File: src/rtl/bcd_share_arb.sv
// Round-robin arbiter sharing one binary-to-BCD converter among NREQ requesters.
// The converted result sits in a single output register with valid/ready handshake.
module bcd_share_arb #(
  parameter int unsigned NREQ = 4,
  localparam int unsigned IDW = $clog2(NREQ)
) (
  input  logic               clk,
  input  logic               rst,
  input  logic [NREQ-1:0]    req_valid,
  input  logic [NREQ*10-1:0] req_data,
  output logic [NREQ-1:0]    req_ready,
  output logic               out_valid,
  input  logic               out_ready,
  output logic [7:0]         out_val,
  output logic [3:0]         out_mod,
  output logic [IDW-1:0]     out_id,
  output logic [15:0]        conv_cnt
);

  typedef enum logic [0:0] {StEmpty, StFull} state_e;

  state_e          state_q, state_d;
  logic [IDW-1:0]  ptr_q, ptr_d;
  logic [7:0]      val_q;
  logic [3:0]      mod_q;
  logic [IDW-1:0]  id_q;
  logic [15:0]     cnt_q;

  logic            slot_free;
  logic            grant_any;
  logic            grant;
  logic [IDW-1:0]  grant_idx;
  logic [9:0]      conv_in;
  logic [15:0]     conv_bcd;
  logic [7:0]      conv_val;
  logic [3:0]      conv_mod;

  // Double-dabble: 10-bit binary to four BCD digits.
  function automatic logic [15:0] bin2bcd(input logic [9:0] bin);
    logic [15:0] bcd;
    bcd = '0;
    for (int i = 9; i >= 0; i--) begin
      for (int d = 0; d < 4; d++) begin
        if (bcd[4*d +: 4] >= 4'd5) bcd[4*d +: 4] = bcd[4*d +: 4] + 4'd3;
      end
      bcd = {bcd[14:0], bin[i]};
    end
    return bcd;
  endfunction

  assign slot_free = (state_q == StEmpty) || out_ready;

  // First valid requester at or above ptr, wrapping past NREQ-1.
  always_comb begin
    int unsigned idx;
    logic [IDW-1:0] cand;
    idx       = 0;
    cand      = '0;
    grant_any = 1'b0;
    grant_idx = '0;
    for (int unsigned k = 0; k < NREQ; k++) begin
      idx = 32'(ptr_q) + k;
      if (idx >= NREQ) idx = idx - NREQ;
      cand = idx[IDW-1:0];
      if (!grant_any && req_valid[cand]) begin
        grant_any = 1'b1;
        grant_idx = cand;
      end
    end
  end

  assign grant     = grant_any && slot_free && !rst;
  assign req_ready = grant ? (NREQ'(1) << grant_idx) : '0;

  assign conv_in  = req_data[10*grant_idx +: 10];
  assign conv_bcd = bin2bcd(conv_in);
  assign conv_val = conv_bcd[7:0];
  // Thousands digit is only ever 1 for 1000..1023, where hundreds is 0.
  assign conv_mod = (conv_bcd[15:12] != 4'd0) ? 4'd10 : conv_bcd[11:8];

  always_comb begin
    ptr_d = ptr_q;
    if (grant) ptr_d = (grant_idx == IDW'(NREQ - 1)) ? '0 : grant_idx + IDW'(1);
  end

  // FSM: state register
  always_ff @(posedge clk) begin
    if (rst) state_q <= StEmpty;
    else     state_q <= state_d;
  end

  // FSM: next state
  always_comb begin
    state_d = state_q;
    unique case (state_q)
      StEmpty: if (grant) state_d = StFull;
      StFull:  if (out_ready && !grant) state_d = StEmpty;
      default: state_d = StEmpty;
    endcase
  end

  // FSM: outputs
  always_comb begin
    out_valid = (state_q == StFull);
  end

  always_ff @(posedge clk) begin
    if (rst) begin
      ptr_q <= '0;
      val_q <= '0;
      mod_q <= '0;
      id_q  <= '0;
      cnt_q <= '0;
    end else begin
      ptr_q <= ptr_d;
      if (grant) begin
        val_q <= conv_val;
        mod_q <= conv_mod;
        id_q  <= grant_idx;
      end
      if (out_valid && out_ready && cnt_q != 16'hFFFF) cnt_q <= cnt_q + 16'd1;
    end
  end

  assign out_val  = val_q;
  assign out_mod  = mod_q;
  assign out_id   = id_q;
  assign conv_cnt = cnt_q;

endmodule

File: config.mk
export PLATFORM = sky130hd
export DESIGN_NAME = bcd_share_arb
export DESIGN_NICKNAME = d
export VERILOG_FILES = /design/src/rtl/bcd_share_arb.sv
export SDC_FILE = /design/constraint.sdc
export NUM_CORES = 1
export LEC_CHECK = 0
export ABC_CLOCK_PERIOD_IN_PS = 16100
export CORE_UTILIZATION = 30
export DETAILED_ROUTE_END_ITERATION = 10
export HOLD_SLACK_MARGIN = 0.05
export PLACE_DENSITY_LB_ADDON = 0.05
export SYNTH_ARGS = -nofsm -noshare
export SYNTH_HDL_FRONTEND = slang
export SYNTH_SLANG_ARGS = --single-unit
File: constraint.sdc
create_clock -name clk -period 16.1 [get_ports clk]
set_input_delay 3.22 -clock clk [delete_from_list [all_inputs] [get_ports clk]]
set_output_delay 3.22 -clock clk [all_outputs]
set_load 0.1 [all_outputs]
==> impl_metrics.json <==
{
  "cts_setup_buffers": 0,
  "via_count_of_the_first_global_routing_pass": 3449,
  "worstMarginPinSlew_ns": 1.02,
  "timing_limited_maximum_frequency_ghz": 0.0876,
  "row_count": 39,
  "timing.final.max_slew_violations": 0,
  "critical_path.endpoint_type": "flop",
  "number_of_inserted_filler_cells_in_the_final_layout": 1178,
  "hold_path.class": "reg2reg",
  "finalSetupTns_ns": 0,
  "worst_ep_required_time_ns": 16.31,
  "drt-pass1-iter-count": 4,
  "grt_antenna_before_repair": 0,
  "vias_per_cell": 5.34,
  "yosys_warnings": 0,
  "fp.dieArea_um2": 12200,
  "vias": 3554,
  "top_level_ports": 82,
  "critical_path_arrival_ns": 11.62,
  "num-nets-final": 585,
  "hold_ws_ns": 0.489,
  "cts-htree-levels": 2,
  "postCtsHoldBufs": 0,
  "cts_buffers": 5,
  "drc": 0,
  "routed_wire_length_per_instance_um": 15.4,
  "ant_nets": 0,
  "ys_top_cells_by_area": "sky130_fd_sc_hd__dfxtp_1 19%, sky130_fd_sc_hd__ha_1 6.0%, sky130_fd_sc_hd__nand2_1 4.9%, sky130_fd_sc_hd__a21oi_1 4.1%, sky130_fd_sc_hd__nand3_1 4.1%",
  "finalHoldViolations": 0,
  "routed_wirelength_um": 10200,
  "critical_path.reg2reg.startpoint": "ptr_q[1]$_SDFFE_PP0P_",
  "grt_pass1_wl_um": 16900,
  "r2r_slack_ns": 7.77,
  "crit_slowest_cell": "sky130_fd_sc_hd__a21oi_1",
  "insertion_delay_ns": 0.28,
  "cts_buffer_depth": 2,
  "layout-drive-gt1-share_pct": 12.1,
  "main_synth_ff_type": "sky130_fd_sc_hd__dfxtp_1",
  "grt_util_all_layers_pct": 16.7,
  "syn_area_um2": 3530,
  "synth_async_sr_flop_share_pct": 0,
  "overflow": 0,
  "fin_crit_ns": 11.41,
  "timing.clock.skew_ns": 0.00370,
  "fp.coreArea_um2": 11400,
  "maximum_number_of_pins_on_one_net_before_global_route_repair": 23,
  "synth.ff_latch_count": 33,
  "synthesis.instances": 447,
  "rr_endpoint": "out_val[7]$_SDFFE_PP0P_",
  "rsz0062_at_grt": "false",
  "final-setup-viol-count": 0,
  "io_buffers": 81,
  "number_of_flops_mapped_to_enable_cells_by_yosys": 0,
  "gp_congestion": 0.822,
  "hold_path_depth": 2,
  "cp-start-kind": "input pin",
  "cts.clk_slew.worst_paths_ns": 0.06,
  "antenna_fix_cells": 0,
  "area_share_of_the_largest_cell_type_after_synthesis_pct": 18.7,
  "die_h_um": 110,
  "synth_fp_nets": 511,
  "dp_hpwl_um": 8040,
  "fin_crit_sh_pct": 70.9,
  "whs_endpoint": "out_val[0]$_SDFFE_PP0P_",
  "detail_route.iter0.violations": 113,
  "die_width_um": 110,
  "synth.distinct_cells": 91,
  "synth-seq-area-share_pct": 18.7,
  "cpPeakStageDelay_ns": 0.74,
  "slew_headroom_pct": 32.0,
  "cp_max_fo": 20,
  "synth_largest_area_cell": "sky130_fd_sc_hd__dfxtp_1",
  "cts-root-buf": "sky130_fd_sc_hd__clkbuf_16",
  "critPathMostFrequentCell": "sky130_fd_sc_hd__ha_1",
  "tritoncts_clock_tree": "done",
  "initial_core_util_pct": 30.9,
  "result_of_the_run": "finished, final reports clean",
  "worst_hold_startpoint": "out_val[0]$_SDFFE_PP0P_",
  "criticalPathCategory": "in2reg",
  "worst-r2r-cell-count": 36,
  "clkSinkCount": 33,
  "syn2layout_area_growth_pct": 31.3,
  "postCtsResizedCells": 0,
  "timing.max_cap.violations": 0,
  "post_synthesis_mean_instance_area_um2": 7.89
}
==> sequential cells by signal, summed over array words and instances (netlist names) <==
signal	flops
conv_cnt	16
out_id	2
out_mod	4
out_val	8
out_valid	1
ptr_q	2
==> how the worst max path moves through the flow <==
stage | end | cells after the start | from
finish | out_val[7]$_SDFFE_PP0P_ | 36 | req_valid[1]
CTS | out_val[7]$_SDFFE_PP0P_ | 36 | req_valid[1]
global route | out_val[7]$_SDFFE_PP0P_ | 37 | req_valid[1]
global placement | out_val[7]$_SDFFE_PP0P_ | 36 | req_valid[1]
detailed placement | out_val[7]$_SDFFE_PP0P_ | 36 | req_valid[1]
floorplan | out_val[4]$_SDFFE_PP0P_ | 36 | req_valid[0]
==> Yosys cell counts (7+ instances only) <==
| cell | number |
|---|---|
| sky130_fd_sc_hd__nor3_1 | 9 |
| sky130_fd_sc_hd__o21ai_1 | 8 |
| sky130_fd_sc_hd__o21ai_0 | 9 |
| sky130_fd_sc_hd__inv_1 | 14 |
| sky130_fd_sc_hd__nand2_1 | 46 |
| sky130_fd_sc_hd__a21oi_1 | 29 |
| sky130_fd_sc_hd__ha_1 | 17 |
| sky130_fd_sc_hd__nor2b_1 | 7 |
| sky130_fd_sc_hd__mux2i_1 | 13 |
| sky130_fd_sc_hd__xnor2_1 | 8 |
| sky130_fd_sc_hd__and3_1 | 8 |
| sky130_fd_sc_hd__nand2b_1 | 10 |
| sky130_fd_sc_hd__xor2_1 | 11 |
| sky130_fd_sc_hd__dfxtp_1 | 33 |
| sky130_fd_sc_hd__nand3_1 | 29 |
| sky130_fd_sc_hd__nor2_1 | 38 |
| sky130_fd_sc_hd__and2_1 | 10 |
| sky130_fd_sc_hd__a31oi_1 | 7 |
==> cells by family (layout without fill, tap and decap cells) <==
family | count (synthesis) | in the layout | share of synthesized area (%)
xor+xnor | 20 | 20 | 5.18
flops | 33 | 33 | 18.7
compound gates | 127 | 127 | 28.2
simple gates | 194 | 194 | 29.4
mux | 22 | 22 | 7.69
fa+ha+maj | 17 | 17 | 6.03
buf+inv | 34 | 109 | 4.79
==> cell usage in the layout (no fill, tap or decap), types with 3 or more instances in the layout <==
cell type	instances
sky130_fd_sc_hd__a211oi_2	3
sky130_fd_sc_hd__nor3_2	3
sky130_fd_sc_hd__nand3_1	29
sky130_fd_sc_hd__o31ai_1	4
sky130_fd_sc_hd__and2_1	10
sky130_fd_sc_hd__clkbuf_16	5
sky130_fd_sc_hd__o22ai_1	3
sky130_fd_sc_hd__a31o_2	3
sky130_fd_sc_hd__nor4_1	5
sky130_fd_sc_hd__a211o_1	4
sky130_fd_sc_hd__o21ai_1	8
sky130_fd_sc_hd__a21oi_2	4
sky130_fd_sc_hd__a21oi_1	29
sky130_fd_sc_hd__o21ai_0	9
sky130_fd_sc_hd__mux2_2	3
sky130_fd_sc_hd__a31oi_1	7
sky130_fd_sc_hd__ha_1	17
sky130_fd_sc_hd__nand4_1	6
sky130_fd_sc_hd__and3_1	8
sky130_fd_sc_hd__or3_1	6
sky130_fd_sc_hd__o21a_1	4
sky130_fd_sc_hd__o22a_1	4
sky130_fd_sc_hd__mux2i_4	3
sky130_fd_sc_hd__mux2i_1	13
sky130_fd_sc_hd__nor2b_1	7
sky130_fd_sc_hd__nor3_1	8
sky130_fd_sc_hd__xor2_1	11
sky130_fd_sc_hd__inv_1	14
sky130_fd_sc_hd__nand2_1	46
sky130_fd_sc_hd__dfxtp_1	33
sky130_fd_sc_hd__o211ai_1	6
sky130_fd_sc_hd__xnor2_1	8
sky130_fd_sc_hd__nor2_1	38
sky130_fd_sc_hd__clkdlybuf4s50_1	81
sky130_fd_sc_hd__and4_1	3
sky130_fd_sc_hd__nand2b_1	10
==> per-stage QoR <==
| stage | cells | util, % | cell area [µm²] | worst slack, ns |
|---|---|---|---|---|
| after global placement | 657 | 38.9 | 4440 | 4.57 |
| after floorplan | 447 | - | 3530 | 6.12 |
| final | 665 | 40.6 | 4630 | 4.69 |
| after detailed placement | 657 | 38.9 | 4440 | 4.44 |
| after global routing | 665 | 40.6 | 4630 | 3.92 |
| after CTS | 665 | 40.6 | 4630 | 4.70 |
==> routing by layer <==
layer / global-route usage [%] / vias to the layer above / wire length [µm]
li1: - / 1807 / -
met3: 2.25 / 12 / 365
met4: 5.33 / 0 / 174
met5: 0 / - / 0
met1: 20.7 / 1658 / 4550
met2: 29.6 / 77 / 5140
==> area by class of cell <==
| class | count | area (µm²) | share of cell area, % |
|---|---|---|---|
| Inverter | 19 | 81.3 | 1.76 |
| Clock buffer | 5 | 125 | 2.70 |
| Tap cell | 143 | 179 | 3.86 |
| Multi-Input combinational cell | 380 | 2700 | 58.4 |
| Timing Repair Buffer | 82 | 818 | 17.7 |
| Sequential cell | 33 | 661 | 14.3 |
| Clock inverter | 3 | 65.1 | 1.40 |
==> worst max-delay path, delay by kind of cell <==
family	cells	cell delay (ns)
AOI/OAI and AO/OA	10	2.68
and+or+nand+nor	13	2.44
adders and majority gates	5	1.21
buffers and inverters	3	0.89
muxes	3	0.70
xor gates and xnor gates	2	0.46
Power is not shown: default switching activity piles up to over one toggle a cycle in this logic, so the estimate is an artifact.
